## src/rtl/axis_frame_capture_if.sv

```systemverilog
// AXI4-Stream beat bundle for the frame capture sink.
// tdata carries one complex sample: imag in the upper half, real in the lower half.
interface axis_frame_capture_if #(
   parameter int WIDTH = 16
);
   logic [2*WIDTH-1:0] tdata;
   logic               tvalid;
   logic               tlast;
   logic               tready;

   modport master (output tdata, output tvalid, output tlast, input tready);
   modport slave  (input tdata, input tvalid, input tlast, output tready);
endinterface

```

## src/rtl/axis_frame_capture.sv

```systemverilog
// AXIS sink capturing a DEPTH-sample window of complex samples into RAM.
// The window can be aligned to frame boundaries (tlast) and delayed by a
// number of whole frames. Framing is checked continuously against FRAME_LEN
// with saturating error counters. RAM contents are read back through a
// registered port with one cycle of latency.
module axis_frame_capture #(
   parameter int WIDTH     = 16,
   parameter int DEPTH     = 64,
   parameter int FRAME_LEN = 2048,
   parameter int SKIP_WID  = 8,
   parameter int ERR_WID   = 16
) (
   input  logic                       clk,
   input  logic                       rst_n,
   input  logic                       arm,
   input  logic                       align,
   input  logic [SKIP_WID-1:0]        skip_frames,
   axis_frame_capture_if.slave        s_axis,
   output logic                       capturing,
   output logic                       full,
   output logic [$clog2(DEPTH+1)-1:0] wr_count,
   input  logic [$clog2(DEPTH)-1:0]   rd_addr,
   output logic [2*WIDTH-1:0]         rd_data,
   output logic [ERR_WID-1:0]         tlast_missing,
   output logic [ERR_WID-1:0]         tlast_unexpected
);

   localparam int AW = $clog2(DEPTH);
   localparam int CW = $clog2(DEPTH+1);
   localparam int PW = $clog2(FRAME_LEN);

   localparam logic [PW-1:0] POS_LAST = PW'(FRAME_LEN - 1);
   localparam logic [CW-1:0] WR_LAST  = CW'(DEPTH - 1);

   typedef enum logic [1:0] {
      S_IDLE,
      S_ARMED,
      S_CAPTURE,
      S_FULL
   } state_t;

   state_t              state_q, state_d;
   logic                tready_q;
   logic [PW-1:0]       pos_q;
   logic [ERR_WID-1:0]  missing_q;
   logic [ERR_WID-1:0]  unexpected_q;
   logic [CW-1:0]       wr_count_q;
   logic                full_q;
   logic                align_q;
   logic [SKIP_WID-1:0] skip_cnt_q;
   logic                first_pend_q;
   logic [2*WIDTH-1:0]  rd_data_q;
   logic [2*WIDTH-1:0]  mem [DEPTH];

   logic                beat;
   logic                pos_at_last;
   logic                boundary;
   logic                arm_load;
   logic                skip_dec;
   logic                wr_en;

   assign beat        = s_axis.tvalid & tready_q;
   assign pos_at_last = (pos_q == POS_LAST);
   // With align=0 the first beat after arm stands in for a frame boundary,
   // so frame skipping starts counting immediately.
   assign boundary    = beat & (s_axis.tlast | (first_pend_q & ~align_q));

   // Ready comes up one cycle after reset release and never drops again.
   // NOTE: sequential state is assigned with <= so every register samples the
   // pre-edge value of its inputs regardless of statement order.
   always_ff @(posedge clk) begin
      if (!rst_n) tready_q <= 1'b0;
      else        tready_q <= 1'b1;
   end

   // Capture FSM state register.
   always_ff @(posedge clk) begin
      if (!rst_n) state_q <= S_IDLE;
      else        state_q <= state_d;
   end

   // Next-state and datapath controls; arm overrides every state.
   // NOTE: every signal written here gets a default first, so no path can
   // leave one unassigned and infer a latch.
   always_comb begin
      state_d  = state_q;
      arm_load = 1'b0;
      skip_dec = 1'b0;
      wr_en    = 1'b0;
      if (arm) begin
         arm_load = 1'b1;
         state_d  = (!align && skip_frames == '0) ? S_CAPTURE : S_ARMED;
      end else begin
         unique case (state_q)
            S_IDLE: ;
            S_ARMED: begin
               if (boundary) begin
                  if (skip_cnt_q == '0) state_d  = S_CAPTURE;
                  else                  skip_dec = 1'b1;
               end
            end
            S_CAPTURE: begin
               if (beat) begin
                  wr_en = 1'b1;
                  if (wr_count_q == WR_LAST) state_d = S_FULL;
               end
            end
            S_FULL: ;
            default: state_d = S_IDLE;
         endcase
      end
   end

   // Frame position tracking and saturating framing-error counters.
   always_ff @(posedge clk) begin
      if (!rst_n) begin
         pos_q        <= '0;
         missing_q    <= '0;
         unexpected_q <= '0;
      end else if (beat) begin
         if (pos_at_last && !s_axis.tlast && missing_q != '1)
            missing_q <= missing_q + 1'b1;
         if (!pos_at_last && s_axis.tlast && unexpected_q != '1)
            unexpected_q <= unexpected_q + 1'b1;
         // An early tlast resynchronises the frame position.
         pos_q <= (s_axis.tlast || pos_at_last) ? '0 : pos_q + 1'b1;
      end
   end

   // Arm-time configuration, skip countdown and write pointer.
   always_ff @(posedge clk) begin
      if (!rst_n) begin
         wr_count_q   <= '0;
         full_q       <= 1'b0;
         align_q      <= 1'b0;
         skip_cnt_q   <= '0;
         first_pend_q <= 1'b0;
      end else if (arm_load) begin
         wr_count_q   <= '0;
         full_q       <= 1'b0;
         align_q      <= align;
         skip_cnt_q   <= skip_frames;
         first_pend_q <= 1'b1;
      end else begin
         if (beat)     first_pend_q <= 1'b0;
         if (skip_dec) skip_cnt_q   <= skip_cnt_q - 1'b1;
         if (wr_en) begin
            wr_count_q <= wr_count_q + 1'b1;
            if (wr_count_q == WR_LAST) full_q <= 1'b1;
         end
      end
   end

   // Sample RAM write port.
   // NOTE: the RAM has no reset so it maps onto block RAM; only its
   // registered read output is cleared.
   always_ff @(posedge clk) begin
      if (wr_en) mem[wr_count_q[AW-1:0]] <= s_axis.tdata;
   end

   // Registered read-back; a same-cycle write to rd_addr returns old data.
   always_ff @(posedge clk) begin
      if (!rst_n) rd_data_q <= '0;
      else        rd_data_q <= mem[rd_addr];
   end

   assign s_axis.tready    = tready_q;
   assign capturing        = (state_q == S_CAPTURE);
   assign full             = full_q;
   assign wr_count         = wr_count_q;
   assign rd_data          = rd_data_q;
   assign tlast_missing    = missing_q;
   assign tlast_unexpected = unexpected_q;

endmodule

```

## src/flat_wrapper.sv

```systemverilog
// flat-port wrapper written by rule: the top's interface ports become plain ports
module axis_frame_capture_flat 
#(
   parameter int WIDTH     = 16,
   parameter int DEPTH     = 64,
   parameter int FRAME_LEN = 2048,
   parameter int SKIP_WID  = 8,
   parameter int ERR_WID   = 16
)
  (clk, rst_n, arm, align, skip_frames, capturing, full, wr_count, rd_addr, rd_data, tlast_missing, tlast_unexpected, s_axis_tdata, s_axis_tvalid, s_axis_tlast, s_axis_tready);
  axis_frame_capture_if #(.WIDTH(WIDTH)) s_axis_i ();
  input  logic clk;
  input  logic rst_n;
  input  logic arm;
  input  logic align;
  input  logic [SKIP_WID-1:0] skip_frames;
  output logic capturing;
  output logic full;
  output logic [$clog2(DEPTH+1)-1:0] wr_count;
  input  logic [$clog2(DEPTH)-1:0] rd_addr;
  output logic [2*WIDTH-1:0] rd_data;
  output logic [ERR_WID-1:0] tlast_missing;
  output logic [ERR_WID-1:0] tlast_unexpected;
  input wire logic [$bits(s_axis_i.tdata)-1:0] s_axis_tdata;
  input wire logic [$bits(s_axis_i.tvalid)-1:0] s_axis_tvalid;
  input wire logic [$bits(s_axis_i.tlast)-1:0] s_axis_tlast;
  output wire logic [$bits(s_axis_i.tready)-1:0] s_axis_tready;
  assign s_axis_i.tdata = s_axis_tdata;
  assign s_axis_i.tvalid = s_axis_tvalid;
  assign s_axis_i.tlast = s_axis_tlast;
  assign s_axis_tready = s_axis_i.tready;
  axis_frame_capture #(.WIDTH(WIDTH), .DEPTH(DEPTH), .FRAME_LEN(FRAME_LEN), .SKIP_WID(SKIP_WID), .ERR_WID(ERR_WID)) u_core (.clk(clk), .rst_n(rst_n), .arm(arm), .align(align), .skip_frames(skip_frames), .s_axis(s_axis_i), .capturing(capturing), .full(full), .wr_count(wr_count), .rd_addr(rd_addr), .rd_data(rd_data), .tlast_missing(tlast_missing), .tlast_unexpected(tlast_unexpected));
endmodule
```

## config.mk

```make
export PLATFORM = sky130hd
export DESIGN_NAME = axis_frame_capture_flat
export DESIGN_NICKNAME = d
export VERILOG_FILES = /design/src/rtl/axis_frame_capture_if.sv /design/src/rtl/axis_frame_capture.sv /design/src/flat_wrapper.sv
export SDC_FILE = /design/constraint.sdc
export NUM_CORES = 2
export LEC_CHECK = 0
export CAP_MARGIN = 10
export CORE_MARGIN = 2
export CORE_UTILIZATION = 56
export DETAILED_ROUTE_END_ITERATION = 16
export HOLD_SLACK_MARGIN = 0.06
export PLACE_DENSITY = 0.73
export SETUP_SLACK_MARGIN = 0.05
export SLEW_MARGIN = 20
export SYNTH_ARGS = -nofsm -noshare
export SYNTH_HDL_FRONTEND = slang
export SYNTH_SLANG_ARGS = --single-unit
```

## constraint.sdc

```tcl
create_clock -name clk -period 3.38 [get_ports clk]
set_clock_uncertainty 0.1 [all_clocks]
set_input_delay 0.676 -clock clk [delete_from_list [all_inputs] [get_ports clk]]
set_output_delay 0.676 -clock clk [all_outputs]
set_load 0.005 [all_outputs]
```

== Yosys cells after proc, flatten, opt, wreduce, memory -nomap -nowiden ==
Memory sizes are Yosys's and may differ from the RTL's. A register that Yosys moved wholly into a read port is not among the register bits.
Index checks and enable logic that the tools add are counted.
Storage, ports and cells
  register bits after elaboration: 64
  bits in writable memories: 2048
  bits of input ports: 52
  output and inout bits: 74
  memories: 1
Memories
  u_core.mem: words 64, bits a word 32, read ports 1, clocked after memory_dff 1, write ports 1, RTL line axis_frame_capture.sv:53  | logic [2*WIDTH-1:0] mem [DEPTH];
Operators by class
  $add $sub $neg: 5
  eq/ne operators: 10
  mux-type cells: 23
  bitwise logic cells: 6
  reductions and logical operators: 20
Operators with widths (count)
  adder 16 x 1 -> 16 bit (second input constant): 2
  inequality test 16 bit (second input constant): 2
  logical NOT 8 bit: 2
  two-way mux 8 bit: 2
  two-way mux 1 bit: 13
  two-way mux 2 bit: 6
  inequality test 3 x 2 -> 1 bit (second input constant): 4
  adder 11 x 1 -> 11 bit (second input constant): 1
  == test 11 bit (second input constant): 1
  two-way mux 11 bit: 1
  subtractor 8 x 1 -> 8 bit (second input constant): 1
  adder 7 x 1 -> 7 bit (second input constant): 1
  == test 7 x 6 -> 1 bit (second input constant): 1
  AND reduction 2 bit: 3
  logical AND 1 bit: 5
  AND reduction 5 bit: 1
  logical NOT 1 bit: 4
  one-hot mux 2 bit (2 select lines): 1
  nonzero test 2 bit: 2
  bitwise AND 1 bit: 3
  nonzero test 3 bit: 1
  == test 2 x 1 -> 1 bit (second input constant): 1
  == test 2 bit (second input constant): 1
  NOT 1 bit: 2
  3 further kinds: 3

== Logic depth before layout (Yosys ltp) ==
  depth in word-level cells: 9
  depth in mapped cells: 10
  mapped depth without buffers: 6

== Worst setup path before layout ==
OpenSTA, ideal clock, no wires.
  kind: input port to flip-flop
  start point: in arm
  end point: mem u_core.mem[55][0] in the netlist's numbering (enable)
  library setup time: 0.421 ns
  arrival time: 3.035 ns
  required time: 2.859 ns
  slack: -0.176 ns
  stages on the path: 7
  path buffers: 3
  path through: clkbuf_1 inv_1 and3_1 clkbuf_1 nand2_1 clkbuf_1 nor2_1
Between the ends
  word-level cells in the longest chain between the ends: 3
RTL lines
  from (decl): RTL line flat_wrapper.sv:14  | input logic arm;
  two-way mux 1 bit: RTL line axis_frame_capture.sv:90  | if (arm) begin
  two-way mux 1 bit: RTL line axis_frame_capture.sv:158  | if (wr_en) mem[wr_count_q[AW-1:0]] <= s_axis.tdata;
  two-way mux 1 bit (not written as such): RTL line axis_frame_capture.sv:158
  to (decl): RTL line axis_frame_capture.sv:53
No other way between the ends.

== Worst setup path in the final report ==
  start point: reg u_core.wr_count_q[3] (netlist: u_core.wr_count[3])
  end point: out wr_count[3]
RTL lines
  from (decl): RTL line axis_frame_capture.sv:47  | logic [CW-1:0] wr_count_q;
  from (signal assigned): RTL line axis_frame_capture.sv:148  | wr_count_q <= wr_count_q + 1'b1;
  to (decl): RTL line flat_wrapper.sv:19  | output logic [$clog2(DEPTH+1)-1:0] wr_count;
No word-level cell between the ends.

==> results.md <==
* FF-to-FF Start: u_core.wr_count[5]
* Die height at slightly below 400 um
* RePlAce Congestion at slightly below 0.9
* Seq pwr share at a little over half
* Vias in the first global route at 42710
* Sw Pwr at between 0.01 and 0.015 W
* Top cells by area, synth: edfxtp_1 75%, mux4_2 14%, dfxtp_1 2.3%
* Count of buffer and inverter cells on the critical path at 1
* I/O pins at between 100 and 150
* Wirelength per Cell at ~35 um
* R2R cell count at 3
* Cell accounting for the most synthesized area: edfxtp_1
* Max Fclk at 331.1 MHz
* Net Sw Frac at between 20% and 30%
* Rows at 140
* Residual DRC at 0
* Final setup viols at 0
* Startpoint Class: register
* LEAKAGE at slightly above 30 nW
* Seq/Total Area, Yosys at 77.02%
* Slew Limit Fails at 0
* Clk sink count at 2144
* Clock power frac at roughly two fifths
* Slew of the pin with the lowest slew margin at approximately 1100 ps
* Gr usage total at 30.10%
* #FFs+latches synth at ~2100
* First-pass GRT wire length at about 320 mm
* Vias at 43530
* CTS tree: built
* Endpoints failing hold at 0
* Post-synth EDFFs at approximately 2000
* Synthesized area at around 82000 um2
* Post-synth top cells: 2048 x edfxtp_1, 508 x mux4_2, 159 x mux2i_1, 150 x nand2_1, 134 x nor2_1
* Commonest register cell after synthesis: edfxtp_1
* Max transition margin at 25.87%
* DRT iter0 DRCs at around 6500
* Crit-path max FO at 11
* Peak supply drop at 0.0005953 V
* Unrepaired setup endpoints after global routing: false
* Syn Inst Count at between 3000 and 4000
* Worst Path Required at around 2600 ps
* Worst hold path type: in -> reg
* Crit-path slowest cell: dfxtp_1
* Placed cell area at about 90000 um2
* PwrDens at approximately 560 nW/um2
* Initial antenna violation count at 15
* Max-Cap Viols at 0
* Status: completed
* Fin Hold WS at between 150 and 200 ps
* DR vias/cell at a little under 7
* DR pass1 iterations at 6
* Syn avg cell area at 21.46 um2
* Delay-heaviest family, CP: flip-flops
* Pint at between 0.04 and 0.05 W
* Largest net degree at the start of global routing at 65
* Netlist cell types at between 60 and 70
* Final ANT Viol Nets at 0
* Fin crit period at a little over 3000 ps
* Overflow after GRT at 0
* TritonCTS Buffers at a little over 200
* Die area at 150100 um2
* Worst Path Class, Setup: reg -> out
* Count leader, synth: edfxtp_1
* Area Overhead vs Synth at 16.30%
* Initial core utilization at 56.50%
* Die width at between 300 and 400 um
* Syn Nets at between 3000 and 4000
* Synth top area share at 74.68%
* Fin crit share at 89.36%
* Root Driver: clkbuf_16
* Final core utilization at between 60% and 70%
* Critical path, cell by cell: clkdlybuf4s50_1
* Reg2reg setup slack at 830 ps
* CTS Buffer Depth at 3
* # hold bufs at CTS at 0
* Worst setup EP type: output pin
* Post-Route WL at between 200 and 250 mm
* Reg clk slew, reported paths at around 60 ps
* Fraction of registers with async set/reset at 0%
* Setup TNS at 0 ps
* Slowest Stage Delay on Critical Path at between 700 and 800 ps
* Postcts setup bufs at 0
* Core area at 145700 um2
* Final instance area at between 90000 and 100000 um2
* WP data arrival at about 2200 ps
* Share of cells above drive strength 1 at between 20% and 30%
* Post_cts resized at 0
* Detail Placement HPWL at 133.7 mm
* H-tree levels at 4
* Ys Warns at 0
* Combinational Power Share at 5.2%
* FF-to-FF End: u_core.mem[35][2]
* Final nets at between 4000 and 5000
* Hold path startpoint: s_axis_tdata[26]
* I/O Buffers at 125
* Hold path cells at 1
* Worst hold endpoint: u_core.mem[6][26]
* Worst skew pair latency at between 800 and 900 ps
-- worst register-to-register path, stage by stage, from the launching register on --
cell and delay (ps):
dfxtp_1 760, nand2_1 640, nor2_4 370, buf_4 330
-- how the worst max path moves through the flow --
stage | start | end | slack [ps] | depth (start not counted)
finish | u_core.wr_count[3] | wr_count[3] | 360 | 1
global route | u_core.wr_count[3] | wr_count[3] | 320 | 1
CTS | u_core.wr_count[3] | wr_count[3] | 370 | 1
detailed placement | rd_addr[0] | u_core.rd_data[1] | -180 | 7
global placement | rd_addr[0] | u_core.rd_data[1] | -180 | 7
floorplan | arm | u_core.mem[55][0] | -180 | 7
-- power groups by stage --
stage / combinational, W / clock, W / sequential (W)
floorplan: 0.00137 / 0 / 0.0297
detailed placement: 0.00271 / 0 / 0.0298
global placement: 0.00267 / 0 / 0.0298
finish: 0.00278 / 0.0219 / 0.0292
global route: 0.00291 / 0.0230 / 0.0292
CTS: 0.00274 / 0.0221 / 0.0292
-- metrics by stage --
| stage | cells | worst slack [ps] | power (W) |
|---|---|---|---|
| floorplan | 3838 | -176.3 | 0.03109 |
| CTS | 6412 | 374.8 | 0.05403 |
| global placement | 6033 | -178.7 | 0.03244 |
| global route | 6417 | 318.7 | 0.05513 |
| detailed placement | 6033 | -180.6 | 0.03248 |
| finish | 6420 | 359.7 | 0.05387 |
-- layout make-up --
| class | count | area, um2 |
|---|---|---|
| flip-flops and latches | 2144 | 63420 |
| diodes | 4 | 10.01 |
| clock inverters | 120 | 982.2 |
| repair buffers | 493 | 5353 |
| inverters | 18 | 70.07 |
| well taps | 1917 | 2399 |
| multi-input cells | 1465 | 18140 |
| fillers | 9106 | 49970 |
| clock buffers | 259 | 5393 |
-- sequential cells by signal (all words and copies together), names as in the netlist --
register	count
u_core.align_q	1
u_core.first_pend_q	1
u_core.full	1
u_core.mem	2048
u_core.pos_q	11
u_core.rd_data	32
u_core.s_axis.tready	1
u_core.skip_cnt_q	8
u_core.state_q	2
u_core.tlast_missing	16
u_core.tlast_unexpected	16
u_core.wr_count	7
-- placed cells by master, fill, tap and decap left out, drive strengths merged, types with 26 or more instances in the layout --
| master | Yosys | routed |
|---|---|---|
| clkbuf | 64 | 259 |
| inv | 16 | 26 |
| buf | 147 | 407 |
| clkinv | 2 | 94 |
| clkdlybuf4s50 | 0 | 86 |
| edfxtp | 2048 | 2048 |
| a21oi | 63 | 63 |
| nor2 | 135 | 135 |
| nand3 | 44 | 44 |
| dfxtp | 96 | 96 |
| nand2 | 150 | 150 |
| mux4 | 508 | 508 |
| a22oi | 70 | 70 |
| o21ai | 34 | 34 |
| mux2i | 159 | 159 |
-- per-layer routing --
layer / track usage (%) / up-vias / wire, um
met4: 11.10 / 10 / 8839
met2: 48.24 / 3110 / 108700
li1: - / 17100 / -
met3: 6.808 / 519 / 26980
met5: 0 / - / 55
met1: 41.05 / 22790 / 80610
-- cells by family (layout without fill, tap and decap cells) --
logic type | Yosys count | in the layout | share of synthesized area [%]
flip-flops | 2144 | 2144 | 77.02
multiplexers | 681 | 681 | 16.02
AND/OR/NAND/NOR | 457 | 457 | 2.579
AO/OA/AOI/OAI | 301 | 301 | 2.542
buffers and inverters | 229 | 890 | 1.539
XOR/XNOR | 20 | 20 | 0.2127
adder cells (fa/ha/maj) | 6 | 6 | 0.09116
other | 0 | 4 | 0
Note: power is estimated with default switching activity, not from simulation.
